**src/rtl/mcpu_pkg.sv**
```systemverilog
// Shared encodings for the multi-cycle CPU controller: states, opcodes,
// ALU operations, register-file write sources and fault codes.
package mcpu_pkg;

    typedef enum logic [2:0] {
        ST_FETCH  = 3'd0,
        ST_DECODE = 3'd1,
        ST_EXEC   = 3'd2,
        ST_MEM    = 3'd3,
        ST_HALT   = 3'd4
    } state_t;

    localparam logic [3:0] OP_ADD   = 4'd0;
    localparam logic [3:0] OP_AND   = 4'd1;
    localparam logic [3:0] OP_OR    = 4'd2;
    localparam logic [3:0] OP_XOR   = 4'd3;
    localparam logic [3:0] OP_MOV   = 4'd4;
    localparam logic [3:0] OP_SHORT = 4'd5;
    localparam logic [3:0] OP_LOAD  = 4'd6;
    localparam logic [3:0] OP_STORE = 4'd7;
    localparam logic [3:0] OP_BNZ   = 4'd8;

    localparam logic [1:0] ALU_ADD = 2'd0;
    localparam logic [1:0] ALU_AND = 2'd1;
    localparam logic [1:0] ALU_OR  = 2'd2;
    localparam logic [1:0] ALU_XOR = 2'd3;

    localparam logic [1:0] WSRC_ALU = 2'd0;
    localparam logic [1:0] WSRC_IMM = 2'd1;
    localparam logic [1:0] WSRC_MEM = 2'd2;
    localparam logic [1:0] WSRC_RA  = 2'd3;

    localparam logic [1:0] FAULT_NONE    = 2'd0;
    localparam logic [1:0] FAULT_ILLEGAL = 2'd1;
    localparam logic [1:0] FAULT_TIMEOUT = 2'd2;

    function automatic logic is_legal(input logic [3:0] opcode);
        return opcode <= OP_BNZ;
    endfunction

    function automatic logic is_mem_op(input logic [3:0] opcode);
        return (opcode == OP_LOAD) || (opcode == OP_STORE);
    endfunction

endpackage

```
**src/rtl/mcpu_ctrl_timer.sv**
```systemverilog
// Counts consecutive unacknowledged memory-request cycles; expired fires on
// the MEM_TIMEOUT-th such cycle so the controller can halt on the next edge.
module mcpu_ctrl_timer #(
    parameter int MEM_TIMEOUT = 15
) (
    input  logic clk,
    input  logic reset,
    input  logic clear,
    input  logic enable,
    output logic expired
);

    localparam int CW = (MEM_TIMEOUT > 1) ? $clog2(MEM_TIMEOUT) : 1;

    logic [CW-1:0] count;

    always_ff @(posedge clk or posedge reset) begin
        if (reset) begin
            count <= '0;
        end else if (clear) begin
            count <= '0;
        end else if (enable) begin
            count <= count + 1'b1;
        end
    end

    assign expired = enable && (count == CW'(MEM_TIMEOUT - 1));

endmodule

```
**src/rtl/mcpu_ctrl.sv**
```systemverilog
// Multi-cycle CPU control unit: FETCH/DECODE/EXEC/MEM sequencing, sticky
// fault reporting, memory timeout watchdog and a retired-instruction counter.
module mcpu_ctrl
    import mcpu_pkg::*;
#(
    parameter int MEM_TIMEOUT = 15
) (
    input  logic        clk,
    input  logic        reset,
    input  logic [15:0] instr,
    input  logic        rf_src_zero,
    input  logic        mem_ack,
    output logic        mem_req,
    output logic        mem_we,
    output logic        addr_sel,
    output logic        ir_we,
    output logic        pc_we,
    output logic        pc_sel,
    output logic        rf_we,
    output logic [1:0]  rf_wsrc,
    output logic [1:0]  alu_op,
    output logic [1:0]  fault,
    output logic [2:0]  state,
    output logic [15:0] retired
);

    state_t      cur_state;
    state_t      next_state;
    logic [3:0]  opcode;
    logic [1:0]  fault_set;
    logic        retire;
    logic        expired;
    logic        wait_en;
    logic        mem_req_raw;
    logic        mem_we_raw;
    logic        ir_we_raw;
    logic        pc_we_raw;
    logic        rf_we_raw;

    assign opcode = instr[15:12];

    always_ff @(posedge clk or posedge reset) begin
        if (reset) begin
            cur_state <= ST_FETCH;
            fault     <= FAULT_NONE;
            retired   <= '0;
        end else begin
            cur_state <= next_state;
            if (fault == FAULT_NONE && fault_set != FAULT_NONE) begin
                fault <= fault_set;
            end
            if (retire) begin
                retired <= retired + 16'd1;
            end
        end
    end

    always_comb begin
        next_state  = cur_state;
        fault_set   = FAULT_NONE;
        retire      = 1'b0;
        mem_req_raw = 1'b0;
        mem_we_raw  = 1'b0;
        ir_we_raw   = 1'b0;
        pc_we_raw   = 1'b0;
        rf_we_raw   = 1'b0;
        addr_sel    = 1'b0;
        pc_sel      = 1'b0;
        rf_wsrc     = WSRC_ALU;
        alu_op      = ALU_ADD;

        case (cur_state)
            ST_FETCH: begin
                mem_req_raw = 1'b1;
                if (mem_ack) begin
                    ir_we_raw  = 1'b1;
                    next_state = ST_DECODE;
                end else if (expired) begin
                    next_state = ST_HALT;
                    fault_set  = FAULT_TIMEOUT;
                end
            end
            ST_DECODE: begin
                if (is_mem_op(opcode)) begin
                    next_state = ST_MEM;
                end else if (is_legal(opcode)) begin
                    next_state = ST_EXEC;
                end else begin
                    next_state = ST_HALT;
                    fault_set  = FAULT_ILLEGAL;
                end
            end
            ST_EXEC: begin
                pc_we_raw  = 1'b1;
                retire     = 1'b1;
                next_state = ST_FETCH;
                case (opcode)
                    OP_ADD, OP_AND, OP_OR, OP_XOR: begin
                        rf_we_raw = 1'b1;
                        rf_wsrc   = WSRC_ALU;
                        alu_op    = opcode[1:0];
                    end
                    OP_MOV: begin
                        rf_we_raw = 1'b1;
                        rf_wsrc   = WSRC_RA;
                    end
                    OP_SHORT: begin
                        rf_we_raw = 1'b1;
                        rf_wsrc   = WSRC_IMM;
                    end
                    OP_BNZ: begin
                        pc_sel = ~rf_src_zero;
                    end
                    default: ;
                endcase
            end
            ST_MEM: begin
                mem_req_raw = 1'b1;
                addr_sel    = 1'b1;
                mem_we_raw  = (opcode == OP_STORE);
                if (mem_ack) begin
                    pc_we_raw  = 1'b1;
                    retire     = 1'b1;
                    next_state = ST_FETCH;
                    if (opcode == OP_LOAD) begin
                        rf_we_raw = 1'b1;
                        rf_wsrc   = WSRC_MEM;
                    end
                end else if (expired) begin
                    next_state = ST_HALT;
                    fault_set  = FAULT_TIMEOUT;
                end
            end
            ST_HALT: ;
            default: next_state = ST_FETCH;
        endcase
    end

    // Strobes are gated by reset so nothing reaches the RAM or register file while it is held.
    assign mem_req = mem_req_raw & ~reset;
    assign mem_we  = mem_we_raw  & ~reset;
    assign ir_we   = ir_we_raw   & ~reset;
    assign pc_we   = pc_we_raw   & ~reset;
    assign rf_we   = rf_we_raw   & ~reset;
    assign state   = cur_state;

    assign wait_en = mem_req_raw & ~mem_ack;

    mcpu_ctrl_timer #(
        .MEM_TIMEOUT(MEM_TIMEOUT)
    ) u_timer (
        .clk     (clk),
        .reset   (reset),
        .clear   (~wait_en),
        .enable  (wait_en),
        .expired (expired)
    );

endmodule

```
**config.mk**
```make
export PLATFORM = sky130hd
export DESIGN_NAME = mcpu_ctrl
export DESIGN_NICKNAME = d
export VERILOG_FILES = /design/src/rtl/mcpu_pkg.sv /design/src/rtl/mcpu_ctrl_timer.sv /design/src/rtl/mcpu_ctrl.sv
export SDC_FILE = /design/constraint.sdc
export NUM_CORES = 1
export LEC_CHECK = 0
export BUFFER_PORTS_ARGS = -buffer_cell sky130_fd_sc_hd__buf_4
export CAP_MARGIN = 10
export CORE_MARGIN = 5
export CORE_UTILIZATION = 43
export DETAILED_ROUTE_END_ITERATION = 8
export HOLD_SLACK_MARGIN = 0.12
export PLACE_DENSITY_LB_ADDON = 0.12
export SYNTH_ARGS = -nofsm -noshare
export SYNTH_HDL_FRONTEND = slang
export SYNTH_SLANG_ARGS = --single-unit
```
**constraint.sdc**
```tcl
create_clock -name clk -period 1.3 [get_ports clk]
set_input_delay 0.26 -clock clk [delete_from_list [all_inputs] [get_ports clk]]
set_output_delay 0.26 -clock clk [all_outputs]
set_load 0.05 [all_outputs]
```
==> summary.md <==
| Metric | Value |
|---|---|
| Initial core utilization | `between 40 and 50%` |
| IO Pins | `between 50 and 60` |
| Global-route wire length before repair | `approximately 6300 um` |
| Crit path required time | `roughly 1000 ps` |
| Worst slew pin tran | `around 510 ps` |
| CTS Sinks | `25` |
| CP max FO | `4` |
| DR pass1 iterations | `4` |
| CP top delay family | `simple AND/OR/NAND/NOR gates` |
| Drt via density | `5.42` |
| Post-synthesis cell type count | `35` |
| Flops & latches, synth | `25` |
| Maxcap violations | `0` |
| Crit-path slowest cell | `dfrtp_2` |
| Tmin final | `around 1900 ps` |
| VDD IR-drop max | `~1.5 mV` |
| Setup WS pre-CTS | `-223 ps` |
| Routed len/inst | `~18 um` |
| Final setup TNS | `-8980 ps` |
| Worst Path Buf+Inv | `1` |
| Largest net degree at the start of global routing | `14` |
| Die W | `roughly 65 um` |
| Cells after DPL | `230` |
| Hold WC Path Type | `in2reg` |
| Syn Inst Count | `between 100 and 150` |
| Routed Antenna Nets | `0` |
| Fin. Hold Viols | `0` |
| Clock Pin Slew Worst Setup and Hold Paths | `approximately 140 ps` |
| Syn_nets | `157` |
| Avg Inst Size Synth | `9.85 um^2` |
| Violated checks | `negative setup slack` |
| RSZ-0062 raised after global routing | `true` |
| Worst path arrival time | `between 1500 and 2000 ps` |
| CORE AREA | `about 3000 um^2` |
| Power Dens Cells | `1690 nW/um^2` |
| Clk_skew | `around 2.2 ps` |
| Placed Area | `2000 um^2` |
| Synth top area cells | `dfrtp_1 47%, xnor2_1 8.6%, nor2_1 4.0%, nand3_1 3.8%, nor3_1 3.8%` |
| CTS Buffer Depth | `2` |
| Crit. End Element | `output port` |
| Sequential fraction of the synthesis area | `roughly 47%` |
| Final WL | `approximately 4600 um` |
| H-tree depth | `1` |
| Final worst-path cycle share | `148%` |
| Total CTS buffers | `3` |
| Synthesized cell area | `about 1300 um^2` |
| Setup CP Type | `reg2out` |
| GPL Wtd Cong | `a little under 0.8` |
| Die ar. | `about 4300 um^2` |
| Fmax | `521 MHz` |
| Share of cells above drive strength 1 | `69.9%` |
| Area grow syn2layout | `101%` |
| GR Overflow Total | `0` |
| Cell Rows | `20` |
| Post-route cell area | `between 2000 and 3000 um^2` |
| Commonest non-fill, non-tap cell in the layout | `buf_4` |
| Ant. Diodes | `0` |
| Clk_lat worst skew | `~310 ps` |
| PnR Total Power | `4.47 mW` |
| DR iter-0 viols | `slightly above 80` |
| Dominant cell type by area after synthesis | `dfrtp_1` |
| Finished Layout Cells | `between 200 and 300` |
| Slew headroom | `~65%` |
| Initial antenna violation count | `0` |
| Gr usage total | `a little under a fifth` |
| Post-DP HPWL | `~2500 um` |
| CP peak stage delay | `between 400 and 500 ps` |
| Layout net count | `between 200 and 300` |
| Top cell type's share of synthesized area | `47.4%` |
| Commonest cells after routing, fill and taps aside | `47 x buf_4, 30 x buf_6, 15 x buf_8` |
| Syn. warnings | `0` |
| Root Buffer | `clkbuf_4` |
| Status | `finished, violations left` |
| Critical Path, Cell by Cell | `and2b_2 -> nand2b_4 -> nor4b_4 -> buf_6` |
| Die height | `~65 um` |
| Remaining routing DRC violations | `0` |
| Fin. max-slew vios | `0` |
| Vias | `1403` |
| Vias in the first global route | `approximately 1400` |
| TritonCTS clock tree | `yes` |
| I/O Buffers | `39` |
| Pleak | `1.20 nW` |
| Final WS setup | `-621 ps` |
| Type of origin of the critical path | `register` |
| Final setup vio count | `37` |
## cell type report
cell class	instances	area (um^2)
multi-input combinational	100	1000
clock buffer	4	26.3
timing repair buffer	93	926
tap	33	41.3
fill	121	353
inverter	4	15.0
sequential	25	639
## per-stage QoR
stage / util, % / hold WS [ps]
after global routing: 88.3 / 404
after global placement: 66.8 / 369
after CTS: 78.0 / 379
final: 88.3 / 419
after floorplan: - / 287
after detailed placement: 66.8 / 374
## worst register-to-register path: stages, from the launching register on
cell      delay (ps)
dfrtp_2          430
and2b_2          260
buf_4            120
buf_6            100
nand2b_4          70
buf_6            140
nor3_4           180
xor2_1           170
## registers in the layout, indices dropped and copies added (netlist names)
signal	cells
retired	16
u_timer.count	4
state	3
fault	2
## cell families after synthesis
family,synth area share (%)
compound gates,5.21
xor+xnor,11.9
fa+ha+maj,2.84
buf+inv,2.94
flops,47.4
simple gates,29.7
## layer usage
| layer | track usage [%] | wire, um | vias up |
|---|---|---|---|
| met5 | 0 | 0 | - |
| met4 | 7.77 | 110 | 0 |
| met3 | 4.44 | 230 | 12 |
| met2 | 32.4 | 2330 | 51 |
| met1 | 22.8 | 1880 | 690 |
| li1 | - | - | 650 |
## power by group
part,switching [mW],internal [mW]
clock network,0.232,0.120
registers,0.155,0.937
logic,1.57,1.46
## worst paths after layout
check | startpoint | to | slack, ps | cells past startpoint
max in group asynchronous | reset | state[0] | 490 | 4
max | state[2] | alu_op[0] | -620 | 4
min reg2reg | retired[15] | retired[15] | 490 | 1
max reg2reg | state[2] | retired[4] | -230 | 7
min in group asynchronous | reset | retired[6] | 630 | 4
min | mem_ack | fault[1] | 420 | 4
## synthesized netlist by cell type
cell type,n
o31ai_1,1
xor2_1,5
nor3b_1,1
buf_2,1
ha_1,3
xnor2_1,13
o21a_1,1
o22ai_1,1
clkbuf_1,3
a32oi_1,1
and2_1,1
or3_1,1
nand4b_1,1
and2b_1,1
and4b_1,1
nand2b_4,1
nor4b_1,2
buf_4,1
and3_1,2
nand3_1,10
inv_1,4
o21ai_1,1
a21oi_1,3
nor2_1,14
a31oi_1,1
nand2b_1,3
o21ai_0,1
nand4_1,5
a21o_1,1
dfrtp_1,25
nand2_1,11
nor2b_1,1
nor3_1,10
nor4_4,2
nor2b_2,1
## repair_timing
action,CTS,global route
pin swaps,16,14
buffers inserted,12,15
hold buffers,1,0
resized for setup,56,53
hold endpoints to repair,25,0
endpoints found under the setup margin,40,47
Power figures use the tool's default switching activity.
